**src/rtl/alu_pkg.sv**
```systemverilog
// Shared opcode nibbles, PSR flag bit positions, FSM states and the opcode decoder for alu_pipe.
// Immediate forms reuse the register-form low nibble as their upper nibble, so both forms decode the same way.
package alu_pkg;

    localparam logic [3:0] NIB_AND   = 4'h1;
    localparam logic [3:0] NIB_OR    = 4'h2;
    localparam logic [3:0] NIB_XOR   = 4'h3;
    localparam logic [3:0] NIB_ADDCU = 4'h4;
    localparam logic [3:0] NIB_ADD   = 4'h5;
    localparam logic [3:0] NIB_ADDU  = 4'h6;
    localparam logic [3:0] NIB_ADDC  = 4'h7;
    localparam logic [3:0] NIB_SUB   = 4'h9;
    localparam logic [3:0] NIB_CMP   = 4'hB;
    localparam logic [3:0] NIB_MOV   = 4'hD;

    localparam logic [7:0] OPC_LSH = 8'h84;
    localparam logic [7:0] OPC_MUL = 8'h0E;

    localparam int FLAG_Z = 4;
    localparam int FLAG_C = 3;
    localparam int FLAG_F = 2;
    localparam int FLAG_L = 1;
    localparam int FLAG_N = 0;

    typedef enum logic [1:0] {
        ST_IDLE = 2'd0,
        ST_MUL  = 2'd1,
        ST_DONE = 2'd2
    } state_t;

    typedef enum logic [3:0] {
        ALU_ILL, ALU_AND, ALU_OR, ALU_XOR, ALU_ADD, ALU_ADDU, ALU_ADDC,
        ALU_ADDCU, ALU_SUB, ALU_CMP, ALU_MOV, ALU_LSH, ALU_MUL
    } alu_op_t;

    function automatic alu_op_t decode(input logic [7:0] opc, input logic mul_en);
        logic [3:0] nib;
        alu_op_t    dec;
        nib = (opc[7:4] == 4'h0) ? opc[3:0] : opc[7:4];
        case (nib)
            NIB_AND:   dec = ALU_AND;
            NIB_OR:    dec = ALU_OR;
            NIB_XOR:   dec = ALU_XOR;
            NIB_ADDCU: dec = ALU_ADDCU;
            NIB_ADD:   dec = ALU_ADD;
            NIB_ADDU:  dec = ALU_ADDU;
            NIB_ADDC:  dec = ALU_ADDC;
            NIB_SUB:   dec = ALU_SUB;
            NIB_CMP:   dec = ALU_CMP;
            NIB_MOV:   dec = ALU_MOV;
            default:   dec = ALU_ILL;
        endcase
        // LSH and MUL have no immediate form; only their exact codes decode.
        if (opc == OPC_LSH) dec = ALU_LSH;
        if (opc == OPC_MUL && mul_en) dec = ALU_MUL;
        return dec;
    endfunction

endpackage

```
**src/rtl/alu_mul_seq.sv**
```systemverilog
// Sequential signed multiplier: magnitude shift-add over WIDTH cycles, sign applied on the way out.
// done is high in the WIDTH-th cycle after start with the full product on the same cycle; no backpressure.
module alu_mul_seq
    import alu_pkg::*;
#(
    parameter int WIDTH = 16
) (
    input  logic                 clk,
    input  logic                 reset,
    input  logic                 start,
    input  logic [WIDTH-1:0]     a,
    input  logic [WIDTH-1:0]     b,
    output logic                 done,
    output logic [2*WIDTH-1:0]   product
);

    logic [2*WIDTH-1:0] mcand;
    logic [2*WIDTH-1:0] acc;
    logic [2*WIDTH-1:0] acc_step;
    logic [WIDTH-1:0]   mplier;
    logic               neg;
    logic               busy;
    logic [6:0]         count;

    // The final partial product is folded in combinationally so done lines up with the last step.
    assign acc_step = acc + (mplier[0] ? mcand : '0);
    assign done     = busy && (count == 7'(WIDTH-1));
    assign product  = neg ? -acc_step : acc_step;

    always_ff @(posedge clk) begin
        if (reset) begin
            busy   <= 1'b0;
            count  <= '0;
            acc    <= '0;
            mcand  <= '0;
            mplier <= '0;
            neg    <= 1'b0;
        end else if (start) begin
            busy   <= 1'b1;
            count  <= '0;
            acc    <= '0;
            mcand  <= {{WIDTH{1'b0}}, (a[WIDTH-1] ? -a : a)};
            mplier <= b[WIDTH-1] ? -b : b;
            neg    <= a[WIDTH-1] ^ b[WIDTH-1];
        end else if (busy) begin
            acc    <= acc_step;
            mcand  <= mcand << 1;
            mplier <= mplier >> 1;
            count  <= count + 7'd1;
            if (done) busy <= 1'b0;
        end
    end

endmodule

```
**src/rtl/alu_pipe.sv**
```systemverilog
// Pipelined ALU with PSR flags: single-cycle ops return 1 cycle after transfer, MUL WIDTH+1 cycles after.
// in_ready drops only while MUL is stepping; results always leave in acceptance order.
module alu_pipe
    import alu_pkg::*;
#(
    parameter int WIDTH  = 16,
    parameter bit MUL_EN = 1'b1
) (
    input  logic             clk,
    input  logic             reset,
    input  logic             in_valid,
    output logic             in_ready,
    input  logic [WIDTH-1:0] A,
    input  logic [WIDTH-1:0] B,
    input  logic [7:0]       Opcode,
    output logic             out_valid,
    output logic [WIDTH-1:0] C,
    output logic [4:0]       Flags,
    output logic             illegal
);

    state_t             state;
    alu_op_t            op;
    logic [4:0]         psr;
    logic [4:0]         psr_nxt;
    logic               fire;
    logic               mul_start;
    logic               mul_done;
    logic               mul_ovf;
    logic [2*WIDTH-1:0] mul_prod;
    logic [WIDTH-1:0]   res;
    logic [WIDTH:0]     sum;
    logic [WIDTH:0]     diff;
    logic               cin;
    logic               shr;
    logic [WIDTH-1:0]   shamt;

    assign op        = decode(Opcode, MUL_EN);
    assign in_ready  = (state != ST_MUL);
    assign fire      = in_valid && in_ready;
    assign mul_start = fire && (op == ALU_MUL);
    assign Flags     = psr;
    assign mul_ovf   = !(&mul_prod[2*WIDTH-1:WIDTH-1]) && (|mul_prod[2*WIDTH-1:WIDTH-1]);

    alu_mul_seq #(.WIDTH(WIDTH)) u_mul (
        .clk     (clk),
        .reset   (reset),
        .start   (mul_start),
        .a       (A),
        .b       (B),
        .done    (mul_done),
        .product (mul_prod)
    );

    always_comb begin
        cin     = (op == ALU_ADDC || op == ALU_ADDCU) ? psr[FLAG_C] : 1'b0;
        sum     = {1'b0, A} + {1'b0, B} + {{WIDTH{1'b0}}, cin};
        diff    = {1'b0, A} - {1'b0, B};
        shr     = B[WIDTH-1];
        shamt   = shr ? -B : B;
        res     = '0;
        psr_nxt = psr;
        case (op)
            ALU_ADD, ALU_ADDC: begin
                res             = sum[WIDTH-1:0];
                psr_nxt[FLAG_C] = sum[WIDTH];
                psr_nxt[FLAG_F] = (A[WIDTH-1] == B[WIDTH-1]) && (sum[WIDTH-1] != A[WIDTH-1]);
            end
            ALU_ADDU, ALU_ADDCU: begin
                res             = sum[WIDTH-1:0];
                psr_nxt[FLAG_C] = sum[WIDTH];
            end
            ALU_SUB: begin
                res             = diff[WIDTH-1:0];
                psr_nxt[FLAG_C] = diff[WIDTH];
                psr_nxt[FLAG_F] = (A[WIDTH-1] != B[WIDTH-1]) && (diff[WIDTH-1] != A[WIDTH-1]);
            end
            ALU_CMP: begin
                res             = A;
                psr_nxt[FLAG_L] = diff[WIDTH];
                psr_nxt[FLAG_N] = $signed(A) < $signed(B);
            end
            ALU_AND: res = A & B;
            ALU_OR:  res = A | B;
            ALU_XOR: res = A ^ B;
            ALU_MOV: res = B;
            ALU_LSH: begin
                if (shamt >= WIDTH'(WIDTH)) res = '0;
                else if (shr)               res = A >> shamt;
                else                        res = A << shamt;
            end
            default: res = '0;
        endcase
        if (op == ALU_CMP)
            psr_nxt[FLAG_Z] = (A == B);
        else if (op != ALU_ILL && op != ALU_MUL)
            psr_nxt[FLAG_Z] = (res == '0);
    end

    always_ff @(posedge clk) begin
        if (reset) begin
            state     <= ST_IDLE;
            out_valid <= 1'b0;
            illegal   <= 1'b0;
            C         <= '0;
            psr       <= '0;
        end else begin
            out_valid <= 1'b0;
            illegal   <= 1'b0;
            case (state)
                ST_MUL:  if (mul_done) state <= ST_DONE;
                default: state <= mul_start ? ST_MUL : ST_IDLE;
            endcase
            if (mul_done) begin
                out_valid   <= 1'b1;
                C           <= mul_prod[WIDTH-1:0];
                psr[FLAG_Z] <= (mul_prod[WIDTH-1:0] == '0);
                psr[FLAG_F] <= mul_ovf;
            end else if (fire && !mul_start) begin
                out_valid <= 1'b1;
                illegal   <= (op == ALU_ILL);
                C         <= res;
                psr       <= psr_nxt;
            end
        end
    end

endmodule

```
**config.mk**
```make
export PLATFORM = sky130hd
export DESIGN_NAME = alu_pipe
export DESIGN_NICKNAME = d
export VERILOG_FILES = /design/src/rtl/alu_pkg.sv /design/src/rtl/alu_mul_seq.sv /design/src/rtl/alu_pipe.sv
export SDC_FILE = /design/constraint.sdc
export NUM_CORES = 1
export LEC_CHECK = 0
export ABC_AREA = 0
export BUFFER_PORTS_ARGS = -buffer_cell sky130_fd_sc_hd__clkbuf_2
export CAP_MARGIN = 30
export CORE_UTILIZATION = 30
export CTS_CLUSTER_DIAMETER = 120
export DETAILED_ROUTE_END_ITERATION = 10
export RECOVER_POWER = 50
export SLEW_MARGIN = 20
export SYNTH_ARGS = -nofsm -noshare
export SYNTH_HDL_FRONTEND = slang
export SYNTH_HIERARCHICAL = 1
export SYNTH_SLANG_ARGS = --single-unit
```
**constraint.sdc**
```tcl
create_clock -name clk -period 5.95 [get_ports clk]
set_input_delay 0.595 -clock clk [delete_from_list [all_inputs] [get_ports clk]]
set_output_delay 0.595 -clock clk [all_outputs]
set_load 0.1 [all_outputs]
```
; ---- Yosys cells after proc, flatten, opt, wreduce, memory -nomap -nowiden
; Memories as Yosys holds them, arrays and structs flattened.
; Cells that the tools add are included.
; W data, S select, Z words.
[totals]
register_bits = 114
romBits = 64
input_bits = 43
output_inout_bits = 24
wordCells = 122
memories = 1
[op_classes]
addsub = 8
order_cmp = 2
eq_ne = 24
shifts = 2
muxes = 33
n_bitwise = 6
reduce_logical = 31
[memory_table]
columns = memory, words, width, rd, rd_ports_with_merged_regs, wr, line
row1 = (no name shown), 16, 4, 1, 0, 0, alu_pkg.sv:40  ; case (nib)
[ops]
columns = operator, count
row1 = $mux W16, 10
row2 = $pmux W16 S8, 1
row3 = $mux W32, 2
row4 = $add A32 B32 Y32, 1
row5 = $logic_not A16 Y1, 2
row6 = $neg A16 Y16, 2
row7 = $neg A32 Y32, 1
row8 = $eq A4 B4 Y1 const B, 5
row9 = $add A16 B16 Y17, 1
row10 = $add A17 B1 Y17, 1
row11 = $reduce_and A17 Y1, 1
row12 = $reduce_or A17 Y1, 1
row13 = $sub A16 B16 Y17, 1
row14 = $and A16 B16 Y16, 1
row15 = $eq A16 B16 Y1, 1
row16 = $eq A4 B3 Y1 const B, 4
row17 = $ge A16 B5 Y1 const B, 1
row18 = $lt A16 B16 Y1, 1
row19 = $or A16 B16 Y16, 1
row20 = $shl A16 B16 Y16, 1
row21 = $shr A16 B16 Y16, 1
row22 = $xor A16 B16 Y16, 1
row23 = $mux W4, 3
row24 = $mux W1, 11
row25 = 29 further kinds, 51

; ---- Depth between registers and ports, before layout
; An unclocked memory read counts as a cell.
[logic_depth]
word_depth = 15
depth_mapped = 25
ltp_nobuf = 23

; ---- Hierarchy
; Netlist, hierarchy kept.
[by_module_without_submodules]
columns = mod, instances, cells_each, area_per_inst_um2, seq_area_each_um2
row1 = alu_mul_seq, 1, 880, 7013.0, 1781.7
row2 = alu_pipe, 1, 877, 6173.4, 500.5

; ---- Worst setup path before layout
; No wires, ideal clock.
[synth_timing]
path_kind = in2reg
startpoint = input Opcode[5]
endpoint = register psr[3], in the netlist Flags[3]
setup_ns = 0.071
arrival_time_ns = 4.967
required_ns = 5.879
slack_ns = 0.912
stages = 25
n_path_buf = 2
path_cell_list = buf_6 -> nor4b_1 -> or2_2 -> ha_1 -> nor4bb_2 -> a211oi_2 -> mux2_4 -> and2_4 -> buf_6 -> nor2_1 -> and3_1 -> fa_1 -> inv_1 -> fa_1 -> nand2b_1 -> a21oi_1 -> nor2_1 -> o21ai_0 -> a31oi_1 -> o31ai_1 -> a21oi_1 -> nor2_1 -> nor3_1 -> or3_1 -> a21oi_1
[synth_via]
elab_chain_cells = 10
word_cells_on_any_way = 23
[synth_lines]
columns = item, line
row1 = start: declaration, alu_pipe.sv:15  ; input logic [7:0] Opcode,
row2 = $logic_not A4 Y1, alu_pkg.sv:39  ; nib = (opc[7:4] == 4'h0) ? opc[3:0] : opc[7:4];
row3 = $mux W4, alu_pkg.sv:39
row4 = $mem_v2 Z16 W4, -
row5 = $mux W4, alu_pkg.sv:54  ; if (opc == OPC_LSH) dec = ALU_LSH;
row6 = $mux W4 *, alu_pkg.sv:55  ; if (opc == OPC_MUL && mul_en) dec = ALU_MUL;
row7 = $eq A4 B3 Y1 / $eq A4 B4 Y1 (equally long branches), "alu_pipe.sv:56, alu_pipe.sv:63, alu_pipe.sv:41"
row8 = $logic_or A1 B1 Y1 / $logic_and A1 B1 Y1 (equally long branches), "alu_pipe.sv:56, alu_pipe.sv:41"
row9 = $mux W1 / $logic_not A1 Y1 (equally long branches), "alu_pipe.sv:56, alu_pipe.sv:119"
row10 = $add A17 B1 Y17 / $logic_and A1 B1 Y1 (equally long branches), "alu_pipe.sv:57, alu_pipe.sv:119"
row11 = $pmux W1 S2 / $reduce_and A3 Y1 (equally long branches), -
row12 = end signal: indexed assignment, alu_pipe.sv:117  ; psr[FLAG_Z] <= (mul_prod[WIDTH-1:0] == '0);
row13 = end signal: indexed assignment, alu_pipe.sv:118  ; psr[FLAG_F] <= mul_ovf;
row14 = end signal: assignment, alu_pipe.sv:123  ; psr <= psr_nxt;
row15 = end: declaration, alu_pipe.sv:24  ; logic [4:0] psr;
; Every way passes the cells marked *; elsewhere a longest branch is shown, timed or not.
; A chain may end at the register's enable or synchronous reset.

; ---- Final worst setup path
[layout_timing]
startpoint = input Opcode[4]
endpoint = register psr[4], in the netlist Flags[4]
[layout_via]
elab_chain_cells = 15
word_cells_on_any_way = 38
[layout_lines]
columns = item, line
row1 = $logic_not A4 Y1, alu_pkg.sv:39
row2 = $mux W4, alu_pkg.sv:39
row3 = $mem_v2 Z16 W4, -
row4 = $mux W4, alu_pkg.sv:54
row5 = $mux W4 *, alu_pkg.sv:55
row6 = $eq A4 B3 Y1, "alu_pipe.sv:56, alu_pipe.sv:63"
row7 = $logic_or A1 B1 Y1, alu_pipe.sv:56  ; cin = (op == ALU_ADDC || op == ALU_ADDCU) ? psr[FLAG_C] : 1'b0;
row8 = $mux W1, alu_pipe.sv:56
row9 = $add A17 B1 Y17, alu_pipe.sv:57  ; sum = {1'b0, A} + {1'b0, B} + {{WIDTH{1'b0}}, cin};
row10 = $pmux W16 S8, alu_pipe.sv:63  ; case (op)
row11 = $logic_not A16 Y1, alu_pipe.sv:97  ; psr_nxt[FLAG_Z] = (res == '0);
row12 = $mux W1, alu_pipe.sv:96  ; else if (op != ALU_ILL && op != ALU_MUL)
row13 = $mux W1, alu_pipe.sv:94  ; if (op == ALU_CMP)
row14 = $mux W5, alu_pipe.sv:119  ; end else if (fire && !mul_start) begin
row15 = $mux W1, alu_pipe.sv:114  ; if (mul_done) begin
; Every way passes the cells marked *; elsewhere a longest branch is shown, timed or not. The select of a mux whose other input is x is not followed.

==> results.toml <==
[placed_design]
gp_congestion = 0.994
placed_area_mm2 = 0.0139
placed_cells_incl_taps = 2311
io_buffers = 66
place_hpwl_um = 36200

[cts]
cts.sinks = 114
clk_pin_slew_worst_paths_ns = 0.06
ctsHoldBuffers = 0
clk_latency_ns = 0.44
root_buffer = "clkbuf_16"
cts_buffer_depth = 2
cts_resized = 0
post_cts_buffers = 0
htreeDepth = 4
cts_buffers = 17
cts_tree = "built"

[global_route]
met3_usage_pct = 2.83
grt_use_total_pct = 21.2
grt_pass1_vias = 12600
grt_antenna_before_repair = 3
overflow = 0
grt_use_met1_pct = 30.0
grt_max_degree = 78
grt_busiest_layer = "met2"
grt_use_met2_pct = 32.7
grt_pass1_wl_um = 73600

[detailed_routing]
first_pass_iters = 7
drcViolationCount = 0
wire_per_inst_um = 20.4
vias = 13700
vias_per_cell = 5.86
drt_iter0_markers = 1457
drt-total-wl_um = 47700
antenna_left = 0

[power]
irDropWorstVdd_mv = 0.204
powerDensity_mw_per_mm2 = 183
power_mw = 2.64
p_leak_nw = 5.70

[worst_setup_path]
crit_fanout = 12
r2r_cells = 15
path_class = "in2reg"
worstPathArrival_ns = 5.97
critPathCaptureType = "flop"
worstPathRequired_ns = 6.33
cp-start-kind = "input port"

[final_layout]
layout.nets = 1877
fillers = 4655
fin_area_mm2 = 0.0145
syn_to_final_growth_pct = 9.64
diodes = 0
finalNonFillerCells = 2342
drive_gt1_share_pct = 9.45
fin_util_pct = 33.5

[sta]
relSlewSlack_pct = -89.2
rsz0062_at_grt = "no"
max_slew.worst_pin.slew_ns = 2.84
hold_viol = 0
finalCriticalPeriod_ns = 5.59
slew_violations = 91
setup_viol = 0
fmax_ghz = 0.179
tns_ns = 0
post-route-period-util_pct = 94.0
fin_skew_ns = 0.0145

[floorplan]
die_y_um = 212
dieArea_mm2 = 0.0448
initial_core_util_pct = 30.5
rows = 76
core_area_mm2 = 0.0432
design.portCount = 67
die_w_um = 212

[synthesis]
synth-edff-count = 0
synth_fp_nets = 1889
yosysSeqAreaShare_pct = 17.3
ys_types = 111
ys_seq_elements = 114
synthFlopType = "dfxtp_1"
ys_async_sr_fraction_pct = 0
avgSynthCellArea_um2 = 7.51
synth_warnings = 6
syn_inst = 1757
syn_area_mm2 = 0.0132

[outcome]
violations = "max-capacitance violations, max-slew violations"
status = "finished with violations"

[worst_hold_path]
worstHoldPathCells = 2
min_path_type = "reg2reg"

[job]
maxCapViolations = 2
==> synthesized netlist by cell type (11+ instances only) <==
| library cell | count | area (um2) |
|---|---|---|
| a21oi_1 | 105 | 526 |
| mux2i_1 | 78 | 781 |
| buf_2 | 23 | 115 |
| nand2b_1 | 19 | 119 |
| nand3_1 | 46 | 230 |
| xnor2_1 | 56 | 490 |
| a211oi_1 | 87 | 653 |
| a31oi_1 | 31 | 194 |
| o31ai_1 | 20 | 150 |
| xor2_1 | 44 | 385 |
| o21a_1 | 12 | 90.1 |
| o21ai_0 | 72 | 360 |
| and3_1 | 11 | 68.8 |
| nor4_1 | 21 | 131 |
| a221oi_1 | 12 | 105 |
| nor2b_1 | 39 | 244 |
| or3_1 | 28 | 175 |
| and2_1 | 36 | 225 |
| nand2_1 | 138 | 518 |
| nor3_1 | 51 | 255 |
| buf_1 | 12 | 45.0 |
| inv_1 | 61 | 229 |
| o21bai_1 | 11 | 82.6 |
| nand4_1 | 24 | 150 |
| ha_1 | 85 | 1060 |
| o211ai_1 | 20 | 150 |
| dfxtp_1 | 114 | 2280 |
| nor2_1 | 183 | 687 |
| clkbuf_1 | 79 | 297 |
| a21o_1 | 28 | 210 |
==> where the power goes <==
group / leakage (nW) / internal [mW] / switching (mW) / total, mW
Combinational: 4.51 / 0.249 / 0.576 / 0.825
Sequential: 0.924 / 0.777 / 0.0113 / 0.788
Clock: 0.268 / 0.625 / 0.405 / 1.03
Total: 5.70 / 1.65 / 0.992 / 2.64
==> metrics by stage <==
step	setup WS (ns)	hold slack, ns
after global routing	0.151	0.503
after detailed placement	0.189	0.486
after floorplan	0.912	0.458
after CTS	0.632	0.491
final	0.357	0.486
after global placement	0.298	0.472
==> routing by layer <==
| layer | up-vias | routed length [um] |
|---|---|---|
| li1 | 6505 | - |
| met1 | 6574 | 22200 |
| met2 | 568 | 20900 |
| met3 | 82 | 3380 |
| met4 | 6 | 1180 |
| met5 | - | 39 |
==> worst paths after layout <==
kind	startpoint	to	slack [ns]
max reg2reg	u_mul/mplier[0]	Flags[2]	0.60
min	u_mul/acc[10]	u_mul/acc[10]	0.49
max	Opcode[4]	Flags[4]	0.36
min reg2reg	u_mul/acc[10]	u_mul/acc[10]	0.49
==> area by class of cell <==
cell class / count / area [um2] / area share, %
well taps: 585 / 732 / 5.06
clock buffers: 19 / 443 / 3.06
flip-flops and latches: 114 / 2290 / 15.8
multi-input cells: 1453 / 10100 / 69.9
clock inverters: 12 / 134 / 0.926
inverters: 63 / 236 / 1.64
repair buffers: 96 / 518 / 3.58
==> critical path: stages <==
cell,delay [ns]
clkbuf_2,0.22
nor3b_1,0.38
a21oi_1,0.13
ha_1,0.30
nor4bb_2,0.31
a211oi_2,0.07
mux2_4,0.32
and2_4,0.23
nor2_1,0.16
and3_1,0.20
fa_1,0.20
inv_1,0.06
fa_1,0.38
nand2b_1,0.20
a21oi_1,0.38
a21oi_1,0.08
a222oi_1,0.27
o21ai_0,0.13
a221oi_1,0.47
nor4bb_1,0.27
nand4b_1,0.22
nor4_2,0.19
a41o_1,0.20
==> flip-flops by register name, summed over array words and instances (netlist names) <==
name / count
out_valid: 1
Flags: 5
u_mul/mcand: 32
state: 2
u_mul/busy: 1
C: 16
u_mul/acc: 32
u_mul/neg: 1
u_mul/mplier: 16
u_mul/count: 7
illegal: 1
==> logic make-up after synthesis <==
logic type / Yosys count / synth area share [%]
multiplexers: 87 / 7.14
flip-flops: 114 / 17.3
AO/OA/AOI/OAI: 524 / 28.7
AND/OR/NAND/NOR: 653 / 25.4
adder cells (fa/ha/maj): 89 / 8.67
buffers and inverters: 190 / 6.17
XOR/XNOR: 100 / 6.64
==> layout by cell type (no fill, tap or decap), types with 6 or more instances in the layout <==
master and n:
mux2i_1 77, a211o_1 6, and2_1 36, nor4_1 21, o41ai_1 10, inv_1 61, o21a_1 12, o21ai_0 72
nand2_1 138, o21bai_1 11, a211oi_1 87, clkbuf_1 27, or4_1 10, nand3_1 46, a222oi_1 8, a31oi_1 31
clkbuf_2 42, and3_1 11, a22oi_1 8, a221oi_1 12, clkbuf_16 17, nor2_1 181, a21oi_1 105, nor2b_1 39
o211ai_1 20, nand2b_1 19, o31ai_1 20, dfxtp_1 112, xor2_1 44, or2_2 6, or3_1 28, nor3_1 51
nand4_1 24, buf_4 28, xnor2_1 55, a21o_1 28, o22ai_1 9, ha_1 85
Note: power is estimated with default switching activity, not from simulation.
